## src/rtl/branch_resolve_ctrl.sv

```systemverilog
// -----------------------------------------------------------------------------
// branch_resolve_ctrl
//
// Purpose:
//   Sequences conditional-branch resolution in the ID stage of a 5-stage
//   pipeline. Passes the decoded condition code to the branch comparator,
//   stalls PC and IF/ID while forwarded branch operands are pending, samples
//   the comparator once the operands are valid, and issues a registered
//   one-cycle PC redirect with IF/ID (and optionally ID/EX) flush control.
//
// Parameters:
//   DELAY_SLOT : 1 = delay-slot semantics (ID instruction survives redirect),
//                0 = no delay slot (ID instruction is also squashed)
//   WAIT_MAX   : operand-wait cycles before the sticky timeout flag sets
//
// Optional feature (macro BRANCH_STATS_EN):
//   Defined   : stat_branches / stat_taken / stat_stall_cycles count resolves,
//               taken resolves and stall_id cycles (wrapping, frozen while
//               pipe_stall, cleared by rst only).
//   Undefined : the stat ports exist and are tied to zero.
//
// Ports:
//   clk, rst                 clock (rising edge), async active-high reset
//   id_valid, id_is_branch   ID holds a valid conditional branch
//   id_br_op, id_br_unsigned comparator condition code / unsigned select
//   id_br_negate             invert comparator result (bne-style branches)
//   id_target                branch target address
//   need_rs, need_rt         branch reads rs / rt
//   rs_ready, rt_ready       forwarded rs / rt value valid this cycle
//   cmp_result               comparator output (same cycle)
//   pipe_stall, pipe_flush   downstream freeze / exception flush
//   cmp_op, cmp_unsigned     comparator controls (passthrough)
//   stall_id                 hold PC and IF/ID
//   redirect_valid/_pc       PC redirect request and latched target
//   flush_if, flush_id       squash IF/ID and ID/EX register inputs
//   wait_timeout             sticky operand-wait timeout
//   stat_*                   optional statistics counters
// -----------------------------------------------------------------------------
module branch_resolve_ctrl #(
    parameter int DELAY_SLOT = 1,
    parameter int WAIT_MAX   = 15
) (
    input  logic        clk,
    input  logic        rst,
    input  logic        id_valid,
    input  logic        id_is_branch,
    input  logic [3:0]  id_br_op,
    input  logic        id_br_unsigned,
    input  logic        id_br_negate,
    input  logic [31:0] id_target,
    input  logic        need_rs,
    input  logic        need_rt,
    input  logic        rs_ready,
    input  logic        rt_ready,
    input  logic        cmp_result,
    input  logic        pipe_stall,
    input  logic        pipe_flush,
    output logic [3:0]  cmp_op,
    output logic        cmp_unsigned,
    output logic        stall_id,
    output logic        redirect_valid,
    output logic [31:0] redirect_pc,
    output logic        flush_if,
    output logic        flush_id,
    output logic        wait_timeout,
    output logic [31:0] stat_branches,
    output logic [31:0] stat_taken,
    output logic [31:0] stat_stall_cycles
);

    localparam int CW = $clog2(WAIT_MAX + 1);
    localparam logic [CW-1:0] WAIT_MAX_C = CW'(WAIT_MAX);
    localparam logic [CW-1:0] CNT_ZERO   = CW'(0);
    localparam logic [CW-1:0] CNT_ONE    = CW'(1);
    localparam logic          FLUSH_ID_ON_REDIR = (DELAY_SLOT == 0) ? 1'b1 : 1'b0;

    typedef enum logic [1:0] {
        ST_IDLE  = 2'd0,
        ST_WAIT  = 2'd1,
        ST_REDIR = 2'd2
    } state_t;

    state_t         state_r;
    logic           redirect_valid_r;
    logic [31:0]    redirect_pc_r;
    logic           flush_if_r;
    logic           flush_id_r;
    logic [CW-1:0]  wait_cnt_r;
    logic           wait_timeout_r;

    logic           br_req_s;
    logic           opnd_ok_s;
    logic           taken_s;
    logic           stall_id_s;
    logic [CW-1:0]  cnt_inc_s;

    assign br_req_s  = id_valid & id_is_branch;
    assign opnd_ok_s = (~need_rs | rs_ready) & (~need_rt | rt_ready);
    assign taken_s   = cmp_result ^ id_br_negate;

    // Saturating increment of the operand-wait counter.
    assign cnt_inc_s = (wait_cnt_r == WAIT_MAX_C) ? wait_cnt_r : (wait_cnt_r + CNT_ONE);

    assign cmp_op       = id_br_op;
    assign cmp_unsigned = id_br_unsigned;

    // Stall request: combinational so the PC/IF-ID hold takes effect in the
    // same cycle the missing operand is detected; a flush overrides it.
    always_comb begin
        stall_id_s = 1'b0;
        if (pipe_flush) begin
            stall_id_s = 1'b0;
        end else begin
            case (state_r)
                ST_IDLE:  stall_id_s = br_req_s & ~opnd_ok_s;
                ST_WAIT:  stall_id_s = ~opnd_ok_s;
                ST_REDIR: stall_id_s = br_req_s;   // hold a back-to-back branch one cycle
                default:  stall_id_s = 1'b0;
            endcase
        end
    end

    assign stall_id       = stall_id_s;
    assign redirect_valid = redirect_valid_r;
    assign redirect_pc    = redirect_pc_r;
    // The flush strobes are suppressed in a pipe_flush cycle; the exception
    // path owns the squash then.
    assign flush_if       = flush_if_r & ~pipe_flush;
    assign flush_id       = flush_id_r & ~pipe_flush;
    assign wait_timeout   = wait_timeout_r;

    // Resolution FSM with registered redirect/flush outputs and wait counter.
    always_ff @(posedge clk or posedge rst) begin
        if (rst) begin
            state_r          <= ST_IDLE;
            redirect_valid_r <= 1'b0;
            redirect_pc_r    <= 32'd0;
            flush_if_r       <= 1'b0;
            flush_id_r       <= 1'b0;
            wait_cnt_r       <= CNT_ZERO;
            wait_timeout_r   <= 1'b0;
        end else if (pipe_flush) begin
            state_r          <= ST_IDLE;
            redirect_valid_r <= 1'b0;
            flush_if_r       <= 1'b0;
            flush_id_r       <= 1'b0;
            wait_cnt_r       <= CNT_ZERO;
        end else if (pipe_stall) begin
            // Frozen: state, counter and a pending redirect all hold.
            state_r <= state_r;
        end else begin
            case (state_r)
                ST_IDLE: begin
                    if (br_req_s && opnd_ok_s) begin
                        if (taken_s) begin
                            state_r          <= ST_REDIR;
                            redirect_valid_r <= 1'b1;
                            redirect_pc_r    <= id_target;
                            flush_if_r       <= 1'b1;
                            flush_id_r       <= FLUSH_ID_ON_REDIR;
                        end else begin
                            state_r <= ST_IDLE;
                        end
                    end else if (br_req_s) begin
                        state_r        <= ST_WAIT;
                        wait_cnt_r     <= CNT_ONE;
                        wait_timeout_r <= wait_timeout_r | (CNT_ONE == WAIT_MAX_C);
                    end else begin
                        state_r <= ST_IDLE;
                    end
                end
                ST_WAIT: begin
                    if (!br_req_s) begin
                        // Branch squashed upstream while waiting.
                        state_r    <= ST_IDLE;
                        wait_cnt_r <= CNT_ZERO;
                    end else if (opnd_ok_s) begin
                        wait_cnt_r <= CNT_ZERO;
                        if (taken_s) begin
                            state_r          <= ST_REDIR;
                            redirect_valid_r <= 1'b1;
                            redirect_pc_r    <= id_target;
                            flush_if_r       <= 1'b1;
                            flush_id_r       <= FLUSH_ID_ON_REDIR;
                        end else begin
                            state_r <= ST_IDLE;
                        end
                    end else begin
                        wait_cnt_r     <= cnt_inc_s;
                        wait_timeout_r <= wait_timeout_r | (cnt_inc_s == WAIT_MAX_C);
                    end
                end
                ST_REDIR: begin
                    // One-cycle redirect pulse.
                    state_r          <= ST_IDLE;
                    redirect_valid_r <= 1'b0;
                    flush_if_r       <= 1'b0;
                    flush_id_r       <= 1'b0;
                end
                default: begin
                    state_r          <= ST_IDLE;
                    redirect_valid_r <= 1'b0;
                    flush_if_r       <= 1'b0;
                    flush_id_r       <= 1'b0;
                    wait_cnt_r       <= CNT_ZERO;
                end
            endcase
        end
    end

`ifdef BRANCH_STATS_EN
    logic        resolve_s;
    logic [31:0] stat_branches_r;
    logic [31:0] stat_taken_r;
    logic [31:0] stat_stall_r;

    // A resolve happens when a branch with valid operands is evaluated in
    // IDLE or WAIT and the pipe is neither flushed nor frozen.
    assign resolve_s = ~pipe_flush & ~pipe_stall & br_req_s & opnd_ok_s &
                       ((state_r == ST_IDLE) | (state_r == ST_WAIT));

    // Statistics counters, wrapping, frozen while the pipe is stalled.
    always_ff @(posedge clk or posedge rst) begin
        if (rst) begin
            stat_branches_r <= 32'd0;
            stat_taken_r    <= 32'd0;
            stat_stall_r    <= 32'd0;
        end else if (pipe_stall) begin
            stat_branches_r <= stat_branches_r;
        end else begin
            if (resolve_s) begin
                stat_branches_r <= stat_branches_r + 32'd1;
            end else begin
                stat_branches_r <= stat_branches_r;
            end
            if (resolve_s && taken_s) begin
                stat_taken_r <= stat_taken_r + 32'd1;
            end else begin
                stat_taken_r <= stat_taken_r;
            end
            if (stall_id_s) begin
                stat_stall_r <= stat_stall_r + 32'd1;
            end else begin
                stat_stall_r <= stat_stall_r;
            end
        end
    end

    assign stat_branches     = stat_branches_r;
    assign stat_taken        = stat_taken_r;
    assign stat_stall_cycles = stat_stall_r;
`else
    assign stat_branches     = 32'd0;
    assign stat_taken        = 32'd0;
    assign stat_stall_cycles = 32'd0;
`endif

endmodule

```

## config.mk

```make
export PLATFORM = sky130hd
export DESIGN_NAME = branch_resolve_ctrl
export DESIGN_NICKNAME = d
export VERILOG_FILES = /design/src/rtl/branch_resolve_ctrl.sv
export SDC_FILE = /design/constraint.sdc
export NUM_CORES = 1
export LEC_CHECK = 0
export ABC_AREA = 1
export BUFFER_PORTS_ARGS = -buffer_cell sky130_fd_sc_hd__buf_2
export CORE_UTILIZATION = 35
export CTS_BUF_LIST = sky130_fd_sc_hd__clkbuf_16
export CTS_CLUSTER_DIAMETER = 100
export DETAILED_ROUTE_END_ITERATION = 7
export GPL_TIMING_DRIVEN = 0
export PLACE_DENSITY_LB_ADDON = 0.15
export SYNTH_ARGS = -nofsm -noshare
export SYNTH_HDL_FRONTEND = slang
export SYNTH_SLANG_ARGS = --single-unit
```

## constraint.sdc

```tcl
create_clock -name clk -period 1.45 [get_ports clk]
set_input_delay 0.0725 -clock clk [delete_from_list [all_inputs] [get_ports clk]]
set_output_delay 0.0725 -clock clk [all_outputs]
set_load 0.03 [all_outputs]
```

==> run metrics <==
outcome=complete, no violations; VDD IR-drop max=0.474 mV; metal1 wirelength=2680 um; clock buffer depth=2; largest net degree at the start of global routing=23; die width=91.3 um; IO Pins=187; fill cell count=761; Max FO, Critical Path=4; FF+latch area=0.00103 mm^2; Multi-input gate area=0.00124 mm^2; worst hold-check path type=in -> reg; wirelength, routed=6300 um; CTS tree=built; crit share post-route=0.952; Final Non-Filler Cells=659; Syn. warnings=0; Final Skew=0.00394 ns; post-synthesis sequential area ratio=0.367; Final Hold Vio Count=0; CTS H-tree lvls=2; max-cap violation count=0; Final #Nets=607; top layer in use=met4; Die ar.=0.00834 mm^2; IO Port Bufs=84; CP Class=reg -> out; startpoint types=flop; Core Rows=32; FF+latch count, synth=41; Slew @ Worst Pin=0.518 ns; global route overflow=0; Static Leak=2.47 nW; met2 wire length=3090 um; critical path arrival=1.31 ns; per-cell routed wire length=9.56 um; final worst setup slack=0.0697 ns; layout cells sized above 1=0.397; EDFF count, synth=0; Total Neg Setup Slack=0 ns; fmax=0.724 GHz; Distinct cells, synth=17; placed cells=648; relative slew slack=0.654; Crit path required time=1.38 ns; Pwr Density=1230 mW/mm^2; worst skew pair latency=0.27 ns; Clk pin slew, worst setup/hold paths=0.06 ns; Slew Limit Fails=0; routability cong.=0.805; Layout area overhead=42.4%; number of remaining DRC errors=0; root buffer cell=clkbuf_16; Mean Syn Cell Area=7.65 um^2; first-pass GRT wire length=10,200 um; Sink Count=41; min Tclk post-route=1.38 ns; antenna-violating nets left=0; Post-synth ARST share=1.00; # diodes=0; core area=0.00773 mm^2; initial antenna violation count=0; Place WS=-0.108 ns; Setup violations, final=0; via/cell ratio=3.90; Worst Hold Depth=3; R2R cell count=8; die span in y=91.3 um; placed wire-length estimate=4900 um; Post-synth top cells=nand2_1 (107), buf_4 (102), dfrtp_1 (41), nand4_1 (35), inv_1 (19); via count=2,571; cts bufs inserted=5; Synth top area share=0.367; synthesized cell area=0.00279 mm^2; drt initial violations=50; Post-Synthesis Cells=365; metal3 WL=478 um; most common cell in the netlist=nand2_1; RSZ-0062 raised after global routing=true; CP Capture Type=output pin; Tot GR Track Use=0.150; Synth area leader=dfrtp_1; Synth Flop Type=dfrtp_1; Starting Density=0.361; Synth area leaders=dfrtp_1 (37%), buf_4 (27%), nand2_1 (14%); drt first pass iters=4; via count of the first global-routing pass=2,293
-- worst paths after layout --
check | from | to | slack [ns]
min | id_target[13] | redirect_pc[13] | 0.05
max | state_r[1] | stall_id | 0.07
min in group asynchronous | rst | redirect_pc[2] | 0.38
max reg2reg | state_r[1] | redirect_pc[15] | 0.09
min reg2reg | wait_timeout | wait_timeout | 0.46
max in group asynchronous | rst | state_r[0] | 0.58
-- state kept, by name, summed over array words and instances, names as in the netlist --
signal          count
redirect_valid      1
redirect_pc        32
state_r             2
wait_cnt_r          4
flush_if_r          1
wait_timeout        1
-- kinds of logic (layout without fill, tap and decap cells) --
| family | count (synthesis) | count (layout) | synth area share |
|---|---|---|---|
| adders and majority gates | 1 | 1 | 0.00448 |
| DFF | 41 | 41 | 0.367 |
| AOI/OAI and AO/OA | 11 | 11 | 0.0206 |
| buffers and inverters | 136 | 232 | 0.326 |
| and+or+nand+nor | 175 | 175 | 0.280 |
| other | 1 | 97 | 0.00134 |
-- cell usage in the layout (no fill, tap or decap) --
cell type,instances
nand4_1,35
nand2_2,1
conb_1,97
nand2_1,105
buf_2,92
dlygate4sd3_1,1
clkinv_2,1
nand3_1,11
nand2_4,2
clkbuf_16,5
bufinv_16,1
dfrtp_1,40
buf_6,4
o21ai_1,1
clkbuf_4,1
o21ai_0,9
ha_1,1
nor3_4,1
nand3b_1,1
inv_2,4
nor2_1,18
nand3_4,1
buf_4,105
buf_16,1
a211oi_2,1
inv_1,17
dfrtp_2,1
-- routing by layer --
layer	track usage	up-vias
li1	-	1350
met1	0.179	1100
met2	0.269	119
met3	0.0352	2
met4	0.0397	0
met5	0	-
-- worst max-delay path, stage by stage, from the launching register on --
cell and delay [ns]:
dfrtp_1 0.38, inv_2 0.10, nand2_1 0.10, inv_2 0.07
nor2_1 0.05, a211oi_2 0.14, buf_4 0.19
-- power breakdown --
group | internal, mW | switching, mW | total [mW] | leakage (nW)
Clock | 0.798 | 0.418 | 1.22 | 0.0797
Combinational | 0.622 | 1.45 | 2.07 | 1.87
Sequential | 1.45 | 0.163 | 1.61 | 0.522
Total | 2.87 | 2.03 | 4.90 | 2.47
-- metrics by stage --
| step | hold WS (ns) | power (mW) | utilization | area [um^2] |
|---|---|---|---|---|
| after CTS | 0.0448 | 4.94 | 0.511 | 3950 |
| final | 0.0495 | 4.90 | 0.515 | 3980 |
| after global placement | 0.330 | 3.65 | 0.480 | 3710 |
| after detailed placement | 0.138 | 3.68 | 0.483 | 3730 |
| after global routing | 0.0525 | 5.19 | 0.515 | 3980 |
| after floorplan | 0.213 | 3.16 | - | 3160 |
-- final cells by class --
| type | count | share of cell area |
|---|---|---|
| well taps | 102 | 0.0321 |
| flip-flops and latches | 41 | 0.258 |
| plain buffers | 115 | 0.214 |
| clock buffers | 5 | 0.0315 |
| clock inverters | 2 | 0.00881 |
| inverters | 21 | 0.0198 |
| multi-input cells | 284 | 0.313 |
| repair buffers | 89 | 0.122 |
-- what timing repair did --
action	CTS	global route
hold endpoints to repair	21	0
gates resized for setup	9	9
pin swaps	1	0
hold buffers	1	0
setup endpoints to repair	31	32
setup buffers	2	1
Note: power is estimated with default switching activity, not from simulation.
